[src/rtl/flag_pkg.sv]
// Shared definitions for the flag controller: flag layout, FSM states and
// the default depth of the interrupt flag-save stack.
package flag_pkg;

  // Flag vector layout
  localparam int FLAG_W = 3;
  localparam int FLAG_Z = 0;
  localparam int FLAG_N = 1;
  localparam int FLAG_C = 2;

  // Default number of interrupt flag-save entries
  localparam int SHADOW_DEPTH = 2;

  // Controller sequencing states
  typedef enum logic [1:0] {
    IDLE    = 2'd0,
    SAVE    = 2'd1,
    CLEAR   = 2'd2,
    RESTORE = 2'd3
  } state_e;

  // Number of bits needed to count 0..depth occupied entries
  function automatic int depth_bits(input int depth);
    return (depth < 2) ? 1 : $clog2(depth + 1);
  endfunction

endpackage

[src/rtl/flag_shadow_stack.sv]
// LIFO holding flag snapshots taken on interrupt entry. Pushes into a full
// stack and pops from an empty stack are ignored here; the controller turns
// them into sticky error flags.
module flag_shadow_stack
  import flag_pkg::*;
#(
  parameter int WIDTH   = 3,
  parameter int DEPTH   = 2,
  parameter int DEPTH_W = 2
) (
  input  logic               clk,
  input  logic               reset,
  input  logic               push,
  input  logic               pop,
  input  logic [WIDTH-1:0]   push_data,
  output logic [WIDTH-1:0]   top_data,
  output logic [DEPTH_W-1:0] depth,
  output logic               full,
  output logic               empty
);

  logic [WIDTH-1:0]   entries_r [DEPTH];
  logic [DEPTH_W-1:0] depth_r;
  logic [WIDTH-1:0]   top_data_s;

  // Entry storage and occupancy counter; reset clears every entry
  always_ff @(posedge clk) begin
    if (reset) begin
      depth_r <= '0;
      for (int i = 0; i < DEPTH; i++) begin
        entries_r[i] <= '0;
      end
    end else if (push && !full) begin
      for (int i = 0; i < DEPTH; i++) begin
        if (depth_r == DEPTH_W'(i)) begin
          entries_r[i] <= push_data;
        end
      end
      depth_r <= depth_r + DEPTH_W'(1);
    end else if (pop && !empty) begin
      depth_r <= depth_r - DEPTH_W'(1);
    end
  end

  // Select the most recently pushed entry (zero when empty)
  always_comb begin
    top_data_s = '0;
    for (int i = 0; i < DEPTH; i++) begin
      top_data_s = top_data_s | ({WIDTH{depth_r == DEPTH_W'(i + 1)}} & entries_r[i]);
    end
  end

  assign top_data = top_data_s;
  assign depth    = depth_r;
  assign full     = (depth_r == DEPTH_W'(DEPTH));
  assign empty    = (depth_r == DEPTH_W'(0));

endmodule

[src/rtl/flag_ctrl.sv]
// Flag register controller: merges ALU and carry-instruction updates into the
// flag register write port, and sequences interrupt save/clear and
// return-from-interrupt restore through a small shadow stack.
module flag_ctrl #(
  parameter int FLAG_W       = flag_pkg::FLAG_W,
  parameter int SHADOW_DEPTH = flag_pkg::SHADOW_DEPTH,
  parameter int DEPTH_W      = flag_pkg::depth_bits(flag_pkg::SHADOW_DEPTH)
) (
  input  logic               clk,
  input  logic               reset,
  input  logic               alu_valid,
  input  logic [FLAG_W-1:0]  alu_mask,
  input  logic [FLAG_W-1:0]  alu_flags,
  input  logic               setc,
  input  logic               clrc,
  input  logic               int_req,
  output logic               int_ack,
  input  logic               rti_req,
  output logic               rti_ack,
  input  logic [FLAG_W-1:0]  fr_rdata,
  output logic               fr_we,
  output logic [FLAG_W-1:0]  fr_wdata,
  output logic [FLAG_W-1:0]  flags_fwd,
  output logic               busy,
  output logic [DEPTH_W-1:0] shadow_depth,
  output logic               ovf_err,
  output logic               unf_err
);

  import flag_pkg::*;

  state_e             state_r;
  logic               int_ack_r;
  logic               rti_ack_r;
  logic               ovf_err_r;
  logic               unf_err_r;

  logic [FLAG_W-1:0]  base_s;
  logic               carry_s;
  logic [FLAG_W-1:0]  merged_s;
  logic               alu_we_s;
  logic               we_s;
  logic [FLAG_W-1:0]  wdata_s;
  logic               push_s;
  logic               pop_s;
  logic [FLAG_W-1:0]  top_s;
  logic               full_s;
  logic               empty_s;
  logic [DEPTH_W-1:0] depth_s;

  flag_shadow_stack #(
    .WIDTH   (FLAG_W),
    .DEPTH   (SHADOW_DEPTH),
    .DEPTH_W (DEPTH_W)
  ) u_shadow (
    .clk       (clk),
    .reset     (reset),
    .push      (push_s),
    .pop       (pop_s),
    .push_data (fr_rdata),
    .top_data  (top_s),
    .depth     (depth_s),
    .full      (full_s),
    .empty     (empty_s)
  );

  // ALU masked merge followed by the carry instructions (setc dominates clrc)
  always_comb begin
    base_s = alu_valid ? ((fr_rdata & ~alu_mask) | (alu_flags & alu_mask)) : fr_rdata;
    if (setc) begin
      carry_s = 1'b1;
    end else if (clrc) begin
      carry_s = 1'b0;
    end else begin
      carry_s = base_s[FLAG_C];
    end
    merged_s         = base_s;
    merged_s[FLAG_C] = carry_s;
    alu_we_s         = (alu_valid & (|alu_mask)) | setc | clrc;
  end

  // Per-state drive of the flag write port and the shadow stack
  always_comb begin
    we_s    = 1'b0;
    wdata_s = fr_rdata;
    push_s  = 1'b0;
    pop_s   = 1'b0;
    case (state_r)
      IDLE: begin
        we_s    = alu_we_s;
        wdata_s = merged_s;
      end
      SAVE: begin
        push_s = ~full_s;
      end
      CLEAR: begin
        we_s    = 1'b1;
        wdata_s = '0;
      end
      RESTORE: begin
        if (!empty_s) begin
          we_s    = 1'b1;
          wdata_s = top_s;
          pop_s   = 1'b1;
        end else begin
          we_s    = 1'b0;
          wdata_s = fr_rdata;
        end
      end
      default: begin
        we_s    = 1'b0;
        wdata_s = fr_rdata;
      end
    endcase
  end

  // Sequencer with registered acknowledges and sticky stack error flags
  always_ff @(posedge clk) begin
    if (reset) begin
      state_r   <= IDLE;
      int_ack_r <= 1'b0;
      rti_ack_r <= 1'b0;
      ovf_err_r <= 1'b0;
      unf_err_r <= 1'b0;
    end else begin
      int_ack_r <= 1'b0;
      rti_ack_r <= 1'b0;
      case (state_r)
        IDLE: begin
          if (int_req) begin
            state_r <= SAVE;
          end else if (rti_req) begin
            state_r   <= RESTORE;
            rti_ack_r <= 1'b1;
          end else begin
            state_r <= IDLE;
          end
        end
        SAVE: begin
          state_r   <= CLEAR;
          int_ack_r <= 1'b1;
          if (full_s) begin
            ovf_err_r <= 1'b1;
          end
        end
        CLEAR: begin
          state_r <= IDLE;
        end
        RESTORE: begin
          state_r <= IDLE;
          if (empty_s) begin
            unf_err_r <= 1'b1;
          end
        end
        default: begin
          state_r <= IDLE;
        end
      endcase
    end
  end

  // Writes and acks are suppressed in the reset cycle so an aborted sequence
  // never touches the flag register or signals completion.
  assign fr_we        = we_s & ~reset;
  assign fr_wdata     = wdata_s;
  assign flags_fwd    = fr_we ? fr_wdata : fr_rdata;
  assign int_ack      = int_ack_r & ~reset;
  assign rti_ack      = rti_ack_r & ~reset;
  assign busy         = (state_r != IDLE) | int_req | rti_req;
  assign shadow_depth = depth_s;
  assign ovf_err      = ovf_err_r;
  assign unf_err      = unf_err_r;

endmodule
[config.mk]
export PLATFORM = sky130hd
export DESIGN_NAME = flag_ctrl
export DESIGN_NICKNAME = d
export VERILOG_FILES = /design/src/rtl/flag_pkg.sv /design/src/rtl/flag_shadow_stack.sv /design/src/rtl/flag_ctrl.sv
export SDC_FILE = /design/constraint.sdc
export NUM_CORES = 1
export LEC_CHECK = 0
export ABC_AREA = 1
export CAP_MARGIN = 15
export CORE_MARGIN = 2
export CORE_UTILIZATION = 44
export CTS_BUF_LIST = sky130_fd_sc_hd__clkbuf_16
export DETAILED_ROUTE_END_ITERATION = 7
export GPL_TIMING_DRIVEN = 0
export PLACE_DENSITY = 0.81
export SETUP_SLACK_MARGIN = 0.3
export SLEW_MARGIN = 20
export SYNTH_ARGS = -nofsm -noshare
export SYNTH_HDL_FRONTEND = slang
export SYNTH_SLANG_ARGS = --single-unit
[constraint.sdc]
create_clock -name clk -period 1.6 [get_ports clk]
set_input_delay 0.16 -clock clk [delete_from_list [all_inputs] [get_ports clk]]
set_output_delay 0.16 -clock clk [all_outputs]
set_load 0.05 [all_outputs]
### Word level (Yosys, flattened, before mapping)

Memory sizes are Yosys's and may differ from the RTL's.
Cells that the tools add are included.

* add/sub/neg operators: 2
* $mul: 0
* div/mod/pow operators: 0
* magnitude comparators: 0
* equal/unequal tests: 5
* shifts and indexed selects: 0
* multiplexer cells: 29
* bitwise gates (word level): 20
* reduce and logical (&&, ||, !) cells: 13

Operator list (count)
* two-way mux 1 bit: 17
* two-way mux 3 bit: 5
* bitwise AND 3 bit: 4
* case mux 3 bit (3 select lines): 1
* two-way mux 2 bit: 4
* == test 2 bit (second input constant): 3
* bitwise OR 1 bit: 6
* bitwise OR 3 bit: 2
* case mux 2 bit (3 select lines): 1
* OR reduction 3 bit: 2
* bitwise AND 1 bit: 4
* == test 2 x 1 -> 1 bit (second input constant): 2
* logical NOT 2 bit: 2
* AND reduction 2 bit: 2
* nonzero test 2 bit: 2
* NOT 1 bit: 3
* NOT 3 bit: 1
* case mux 1 bit (3 select lines): 1
* adder 2 x 1 -> 2 bit (second input constant): 1
* logical AND 1 bit: 2
* logical NOT 1 bit: 2
* OR reduction 2 bit: 1
* subtractor 2 x 1 -> 2 bit (second input constant): 1

* bits in registers: 8
* latch bits: 0
* RAM bits: 6
* memory bits (read-only): 0
* bits of input ports: 16
* output and inout port bits: 14
* memories kept: 1

Memories
* u_shadow.entries_r: depth 2, bits a word 3, read ports 2, clocked after Yosys merged registers in 0, write ports 2, RTL line flag_shadow_stack.sv:22 `logic [WIDTH-1:0] entries_r [DEPTH];`

### Depth between registers and ports, before layout

Gate-level depths: netlist (run 1).

* word-level depth: 8
* gate-level depth with buffers: 10
* mapped depth without buffers: 10

### Cells and area by module

From an unflattened synthesis (run 1), not the netlist that was laid out.

* cell total of the unflattened synthesis: 129
* area, all modules: 919.6 um2

Modules (own cells, without submodules)
* flag_ctrl: times used 1, cells an instance 83, area each 486.7 um2
* flag_shadow_stack: times used 1, cells an instance 46, area each 432.9 um2

### Least setup slack after synthesis (run 1)

OpenSTA, ideal clock, no wires.

* path type: flip-flop to output port
* start point: register u_shadow.depth_r[0] (netlist: u_shadow.depth[0])
* end point: output flags_fwd[2]
* data arrival time: 2.274 ns
* setup slack: -0.834 ns
* stages on the path, launching flop included: 8
* path buffers: 0
* cell sequence: dfxtp_1 -> inv_1 -> ha_1 -> nor2_4 -> inv_2 -> a21oi_2 -> nand2_1 -> nand2_1

RTL lines
* from (decl): RTL line flag_shadow_stack.sv:23 `logic [DEPTH_W-1:0] depth_r;`
* from (signal assigned): RTL line flag_shadow_stack.sv:39 `depth_r <= depth_r + DEPTH_W'(1);`
* from (signal assigned): RTL line flag_shadow_stack.sv:41 `depth_r <= depth_r - DEPTH_W'(1);`
* logical NOT 2 bit: RTL line flag_shadow_stack.sv:56 `assign empty = (depth_r == DEPTH_W'(0));`
* two-way mux 1 bit: RTL line flag_ctrl.sv:101 `if (!empty_s) begin`
* case mux 1 bit (3 select lines): RTL line flag_ctrl.sv:88 `case (state_r)`
* bitwise AND 1 bit: RTL line flag_ctrl.sv:164 `assign fr_we = we_s & ~reset;`
* net fr_we: RTL line flag_ctrl.sv:21 `output logic fr_we,`
* two-way mux 3 bit: RTL line flag_ctrl.sv:166 `assign flags_fwd = fr_we ? fr_wdata : fr_rdata;`
* to (decl): RTL line flag_ctrl.sv:23 `output logic [FLAG_W-1:0] flags_fwd,`

The timed path passes the listed nets, and every way through them passes these cells.

### Worst setup path after layout (run 1)

* start point: register u_shadow.depth_r[1] (netlist: u_shadow.depth[1])
* end point: output flags_fwd[0]

* cells in the longest elaborated chain, start to end: 6

Ends and longest elaborated chain
* == test 2 x 1 -> 1 bit / == test 2 bit (equally long branches): RTL line flag_shadow_stack.sv:49 `top_data_s = top_data_s | ({WIDTH{depth_r == DEPTH_W'(i + 1)}} & entries_r[i]);`
* bitwise AND 3 bit: RTL line flag_shadow_stack.sv:49
* bitwise OR 3 bit: RTL line flag_shadow_stack.sv:49
* two-way mux 3 bit: RTL line flag_ctrl.sv:101
* case mux 3 bit (3 select lines): RTL line flag_ctrl.sv:88
* two-way mux 3 bit (*): RTL line flag_ctrl.sv:166

Every way passes the cells marked *; elsewhere a longest branch is shown, timed or not.

==> results of run 1 <==
==> how the worst min path moves through the flow <==
| stage | from | end | slack [ns] | depth (start not counted) |
|---|---|---|---|---|
| 2_1_floorplan | rti_req | rti_ack_r | 0.29 | 2 |
| 3_3_place_gp | unf_err | unf_err | 0.44 | 2 |
| 3_5_place_dp | unf_err | unf_err | 0.45 | 2 |
| 4_1_cts | reset | u_shadow.depth[1] | 0.31 | 2 |
| 5_1_grt | reset | u_shadow.depth[1] | 0.34 | 2 |
| 6_report | reset | u_shadow.depth[1] | 0.31 | 2 |
==> critical path, cell delays in order (launching register included) <==
cell and delay, ns:
dfxtp_4 0.38, inv_4 0.05, ha_4 0.18, nor2_4 0.13, inv_2 0.10, nand2_2 0.12
nand2_2 0.09, nand2_2 0.09, nand2_4 0.05, buf_6 0.14
==> cells by family (layout without fill, tap and decap cells) <==
family	after synthesis	in the layout	share of synthesized area [%]
AOI/OAI and AO/OA	15	15	11.45
adders and majority gates	3	3	4.406
buffers and inverters	16	53	7.048
DFF	14	14	39.94
and+or+nand+nor	68	68	37.15
==> placed cells by master, fill, tap and decap left out, types with 3 or more instances in the layout <==
master and count:
o211ai_1 3, ha_4 3, edfxtp_1 6, buf_6 6
clkdlybuf4s15_2 3, buf_8 3, inv_2 4, clkdlybuf4s50_1 13
dfxtp_1 4, clkbuf_16 3, nor2_4 5, nand3_2 3
nand2_1 25, nand2_4 3, nand2_2 14, buf_4 3
a21oi_1 4, nor2_1 12, inv_1 9
==> through the flow <==
| stage | utilization (%) | instances | instance area, sq um | total power, W | hold WS (ns) |
|---|---|---|---|---|---|
| finish | 81.12 | 178 | 1446 | 0.001379 | 0.3118 |
| global route | 81.12 | 178 | 1446 | 0.001435 | 0.3417 |
| CTS | 78.60 | 175 | 1401 | 0.001356 | 0.3104 |
| detailed placement | 70.74 | 169 | 1261 | 0.0008587 | 0.4501 |
| global placement | 70.74 | 169 | 1261 | 0.0008460 | 0.4421 |
| floorplan | - | 116 | 949.7 | 0.0007208 | 0.2858 |
==> power by group through the flow <==
| stage | clock [W] | combinational [W] | sequential [W] |
|---|---|---|---|
| floorplan | 0 | 0.000278 | 0.000443 |
| global placement | 0 | 0.000421 | 0.000425 |
| detailed placement | 0 | 0.000431 | 0.000428 |
| CTS | 0.000467 | 0.000464 | 0.000425 |
| global route | 0.000484 | 0.000521 | 0.000430 |
| finish | 0.000461 | 0.000492 | 0.000427 |
==> timing repair <==
item                       in CTS  in global routing
hold buffers                    0                  0
gates resized for setup        83                  8
pin swaps                       1                  5
setup endpoints to repair      14                 18
buffers inserted                2                  3
==> registers in the layout, indices dropped and copies added, names as in the netlist <==
register / flops
rti_ack_r: 1
int_ack_r: 1
u_shadow.entries_r: 6
state_r: 2
unf_err: 1
u_shadow.depth: 2
ovf_err: 1
==> per-layer routing <==
metal	vias to the layer above	GRT usage [%]	routed length, um
li1	451	-	-
met1	416	23.79	937
met2	34	44.00	1310
met3	9	2.264	143
met4	0	11.35	82
met5	-	0	0
==> cell type report <==
class,count,area share (%)
buffer,1,0.2595
timing repair buffer,33,23.27
clock buffer,3,5.190
sequential,14,24.22
clock inverter,1,0.2595
multi-input combinational,86,40.40
inverter,15,4.239
tap,25,2.163
==> results.json, run 1 <==
{
  "fmax_mhz": 575.3,
  "clock_latency_ns": 0.24,
  "async_reset_ff_share_pct": 0,
  "outcome": "finished with violations",
  "fin_ws_ns": -0.1382,
  "max-vdd-ir-drop_mv": 0.9206,
  "cp.arrival_ns": 1.58,
  "ys_top_cells_by_area": "edfxtp_1 (21%), dfxtp_1 (19%), nand2_1 (17%)",
  "critPathMaxFanout": 5,
  "ys.flop_type": "dfxtp_1",
  "cts-root-buf": "clkbuf_16",
  "clk_pin_slew_worst_paths_ns": 0.04,
  "seq_power_share_pct": 31.0,
  "gp_congestion": 0.7076,
  "r2r-end": "u_shadow.entries_r[0][5]",
  "h-tree-depth": 1,
  "multi_input_area_sq_um": 584.3,
  "ioPinCount": 30,
  "coreArea_sq_um": 1783,
  "antenna_found_initial": 0,
  "p_switching_w": 0.0004510,
  "drc": 0,
  "synth_common_cells": "nand2_1 (38), nor2_1 (14), inv_1 (11), dfxtp_1 (8), edfxtp_1 (6)",
  "drt_first_pass_iters": 4,
  "drt_iter0_markers": 9,
  "drtAntennaViolNets": 0,
  "fin_nets": 173,
  "grt_max_degree": 10,
  "viasPerCell": 5.112,
  "synth_most_common_cell": "nand2_1",
  "synth-seq-area-share_pct": 39.94,
  "synth_cell_type_count": 23,
  "clkPwrFrac_pct": 33.4,
  "fin_skew_ns": 0.004719,
  "violations": "negative setup slack",
  "grt_pass1_wl_um": 3512,
  "rsz0062_at_grt": "true",
  "tightestPinTransition_ns": 0.5129,
  "drive_gt1_share_pct": 41.18,
  "finalMaxSlewViolations": 0,
  "synth_top_area_share_pct": 21.15,
  "die_h_um": 48.01,
  "r2r-start": "u_shadow.depth[0]",
  "die_area_sq_um": 2304,
  "worstSetupEndpoint": "flags_fwd[0]",
  "period_needed_ns": 1.738,
  "routed_wl_um": 2474,
  "power_density_nw_per_um2": 953.6,
  "setup_viol": 4,
  "cts_buffer_depth": 2,
  "wl_per_cell_um": 13.90,
  "startpoint_type": "flop",
  "portBuffers": 28,
  "hold_violations": 0,
  "synth_top_cell_by_area": "edfxtp_1",
  "synth.avg_cell_area_sq_um": 7.345,
  "first_global_vias": 869,
  "timing.final.crit_share_pct": 108.6,
  "power.leakage_nw": 0.6244,
  "syn_area_sq_um": 852.1,
  "rr_worst_depth": 6,
  "gr-total-overflow": 0,
  "synth_edf_count": 6,
  "n_antenna_cell": 0,
  "grt_use_total_pct": 22.73,
  "tns_ns": -0.5088,
  "ff2ff_setup_slack_ns": 0.21,
  "start_util_pct": 47.79,
  "dp_hpwl_um": 1765,
  "worst_setup_path_end_kind": "output pin",
  "relSlewSlack_pct": 65.94,
  "fp.dieW_um": 48.01,
  "row_count": 15,
  "maxCapViolCount": 0,
  "critPathKind": "reg -> out",
  "ys_ff_latch": 14,
  "crit_start": "u_shadow.depth[1]",
  "hold_class": "in -> reg",
  "num_vias": 910,
  "dp_slack_ns": -0.8323,
  "synth-warning-count": 0,
  "switching_share_pct": 32.70,
  "areaGrowthSynthToFinish_pct": 69.75,
  "cts.sink_count": 14,
  "tritoncts": "yes",
  "worstPathRequired_ns": 1.44,
  "register_area_sq_um": 350.3,
  "p_int_w": 0.0009283,
  "cts_made_buffers": 3,
  "p_comb_share_pct": 35.6,
  "syn_nets": 135,
  "fill_cells": 104,
  "synthCells": 116
}
No activity file was read; power rests on OpenSTA's default activity.
==> run 2: changes to the inputs <==
- CAP_MARGIN: 15 -> 20
==> results of run 2 <==
No change in the layout: final DEF, timing and power equal those of run 1.
==> run 3: changes to the inputs <==
- CORE_UTILIZATION: 44 -> 59
- DONT_BUFFER_PORTS: default -> 1
- PLACE_DENSITY: 0.81 -> 0.78
==> run 3 against run 2 <==
  * The run still ends with negative setup slack left
  * Largest cell class unchanged
  * Worst setup slack lost 0.33 ns
  * Die area down 23%
  * Routed wire length increased by 0.65%
  * Global-route usage rose by 9.7 points
  * Via count fell by 5.5%
  * First-iteration DRC count rose to 2.9 times the previous value
==> results.json, run 3 (same netlist as run 1, synthesis figures left out) <==
{
  "first_global_vias": 886,
  "gp_congestion": 0.8602,
  "dp_hpwl_um": 1508,
  "drt_iter0_markers": 26,
  "viasPerCell": 6.056,
  "clock_latency_ns": 0.24,
  "violations": "negative setup slack",
  "worstPathRequired_ns": 1.44,
  "total_power_w": 0.001297,
  "cts_buffer_depth": 2,
  "fin_util_pct": 90.50,
  "largest_register_ff_count": 6,
  "gr-total-overflow": 0,
  "grt_use_total_pct": 32.46,
  "n_antenna_cell": 0,
  "register_area_sq_um": 347.8,
  "timing.hold.ws_ns": 0.05030,
  "timing.final.crit_share_pct": 129.0,
  "final_cell_mix": "nand2_1 (25), nand2_2 (13), nor2_1 (12), inv_1 (9)",
  "die_h_um": 42,
  "row_count": 13,
  "power_density_nw_per_um2": 1088,
  "die_area_sq_um": 1764,
  "fin_nets": 147,
  "fin_ws_ns": -0.4643,
  "multi_input_area_sq_um": 601.8,
  "fmax_mhz": 484.4,
  "place_area_sq_um": 968.4,
  "critPathMaxFanout": 5,
  "routed_wl_um": 2490,
  "period_needed_ns": 2.064,
  "portBuffers": 0,
  "clk_pin_slew_worst_paths_ns": 0.05,
  "cts.sink_count": 14,
  "drc": 0,
  "h-tree-depth": 1,
  "relSlewSlack_pct": 62.61,
  "fill_cells": 56,
  "drt_first_pass_iters": 4,
  "rsz0062_at_grt": "true",
  "coreArea_sq_um": 1318,
  "startpoint_type": "flop",
  "tightestPinTransition_ns": 0.5603,
  "hold_class": "in -> reg",
  "cts-root-buf": "clkbuf_16",
  "setup_viol": 11,
  "drtAntennaViolNets": 0,
  "grt_max_degree": 10,
  "cp_cell_sequence": "inv_4, ha_4, nor2_4, inv_2, a21oi_4, nand2_2, nand2_4",
  "antenna_found_initial": 0,
  "mostFrequentLayoutCell": "nand2_1",
  "ioPinCount": 30,
  "start_util_pct": 64.67,
  "max-vdd-ir-drop_mv": 0.7534,
  "tns_ns": -2.037,
  "cp_slowest_cell": "dfxtp_4",
  "cp.arrival_ns": 1.90,
  "hold_violations": 0,
  "critPathKind": "reg -> out",
  "wl_per_cell_um": 17.54,
  "final_area_sq_um": 1192,
  "fp.dieW_um": 42,
  "critPathMaxStageDelay_ns": 0.47,
  "fin_skew_ns": 0.003319,
  "areaGrowthSynthToFinish_pct": 39.94,
  "largest_register": "u_shadow.entries_r",
  "tritoncts": "yes",
  "ff2ff_setup_slack_ns": -0.04,
  "num_vias": 860,
  "power.leakage_nw": 0.5074,
  "maxCapViolCount": 0,
  "cts_made_buffers": 3,
  "drive_gt1_share_pct": 40.16,
  "grt_pass1_wl_um": 4153,
  "outcome": "finished with violations",
  "worst_setup_path_end_kind": "output pin",
  "finalMaxSlewViolations": 0
}
## run 3: where the power goes
group,switching [W],total (W),internal [W]
clock network,0.000139,0.000469,0.000330
logic,0.000267,0.000382,0.000115
registers,0.0000450,0.000445,0.000400
## run 3: final cells by class
type,count,share of cell area [%]
flip-flops and latches,14,29.17
clock inverters,1,0.3148
plain buffers,1,0.3148
inverters,15,5.142
multi-input cells,86,50.47
repair buffers,7,6.716
well taps,15,1.574
clock buffers,3,6.296
## run 3: worst max-delay path: cells and delay by family, from the launching register on
kind,cells,cell delay (ns)
DFF,1,0.47
and+or+nand+nor,3,0.43
AOI/OAI and AO/OA,1,0.40
adders and majority gates,1,0.19
buffers and inverters,2,0.17
## run 3: through the flow
stage                     setup WS, ns  instances
after floorplan               -0.09858        116
after global placement         -0.1801        131
after detailed placement       -0.2000        131
after CTS                      -0.4407        141
after global routing           -0.5223        142
final                          -0.4643        142
## run 3: final timing paths
kind	startpoint	to	cells after the start
worst min register to register	u_shadow.depth[0]	u_shadow.depth[0]	1
worst max register to register	u_shadow.depth[0]	u_shadow.entries_r[0][3]	7
worst min-delay path	rti_req	rti_ack_r	2
worst max-delay path	u_shadow.depth[0]	flags_fwd[2]	7
## run 3: repair_timing
item,CTS,global route
hold buffers,0,0
endpoints found under the setup margin,24,22
gates cloned,0,0
pin swaps,16,4
buffers inserted,6,1
resized for setup,14,6
## run 3: per-layer routing
metal | GRT usage [%] | up-vias | routed length (um)
met1 | 36.07 | 403 | 895
met2 | 58.75 | 49 | 1323
met5 | 0 | - | 0
li1 | - | 396 | -
met4 | 14.19 | 0 | 94
met3 | 6.897 | 12 | 176
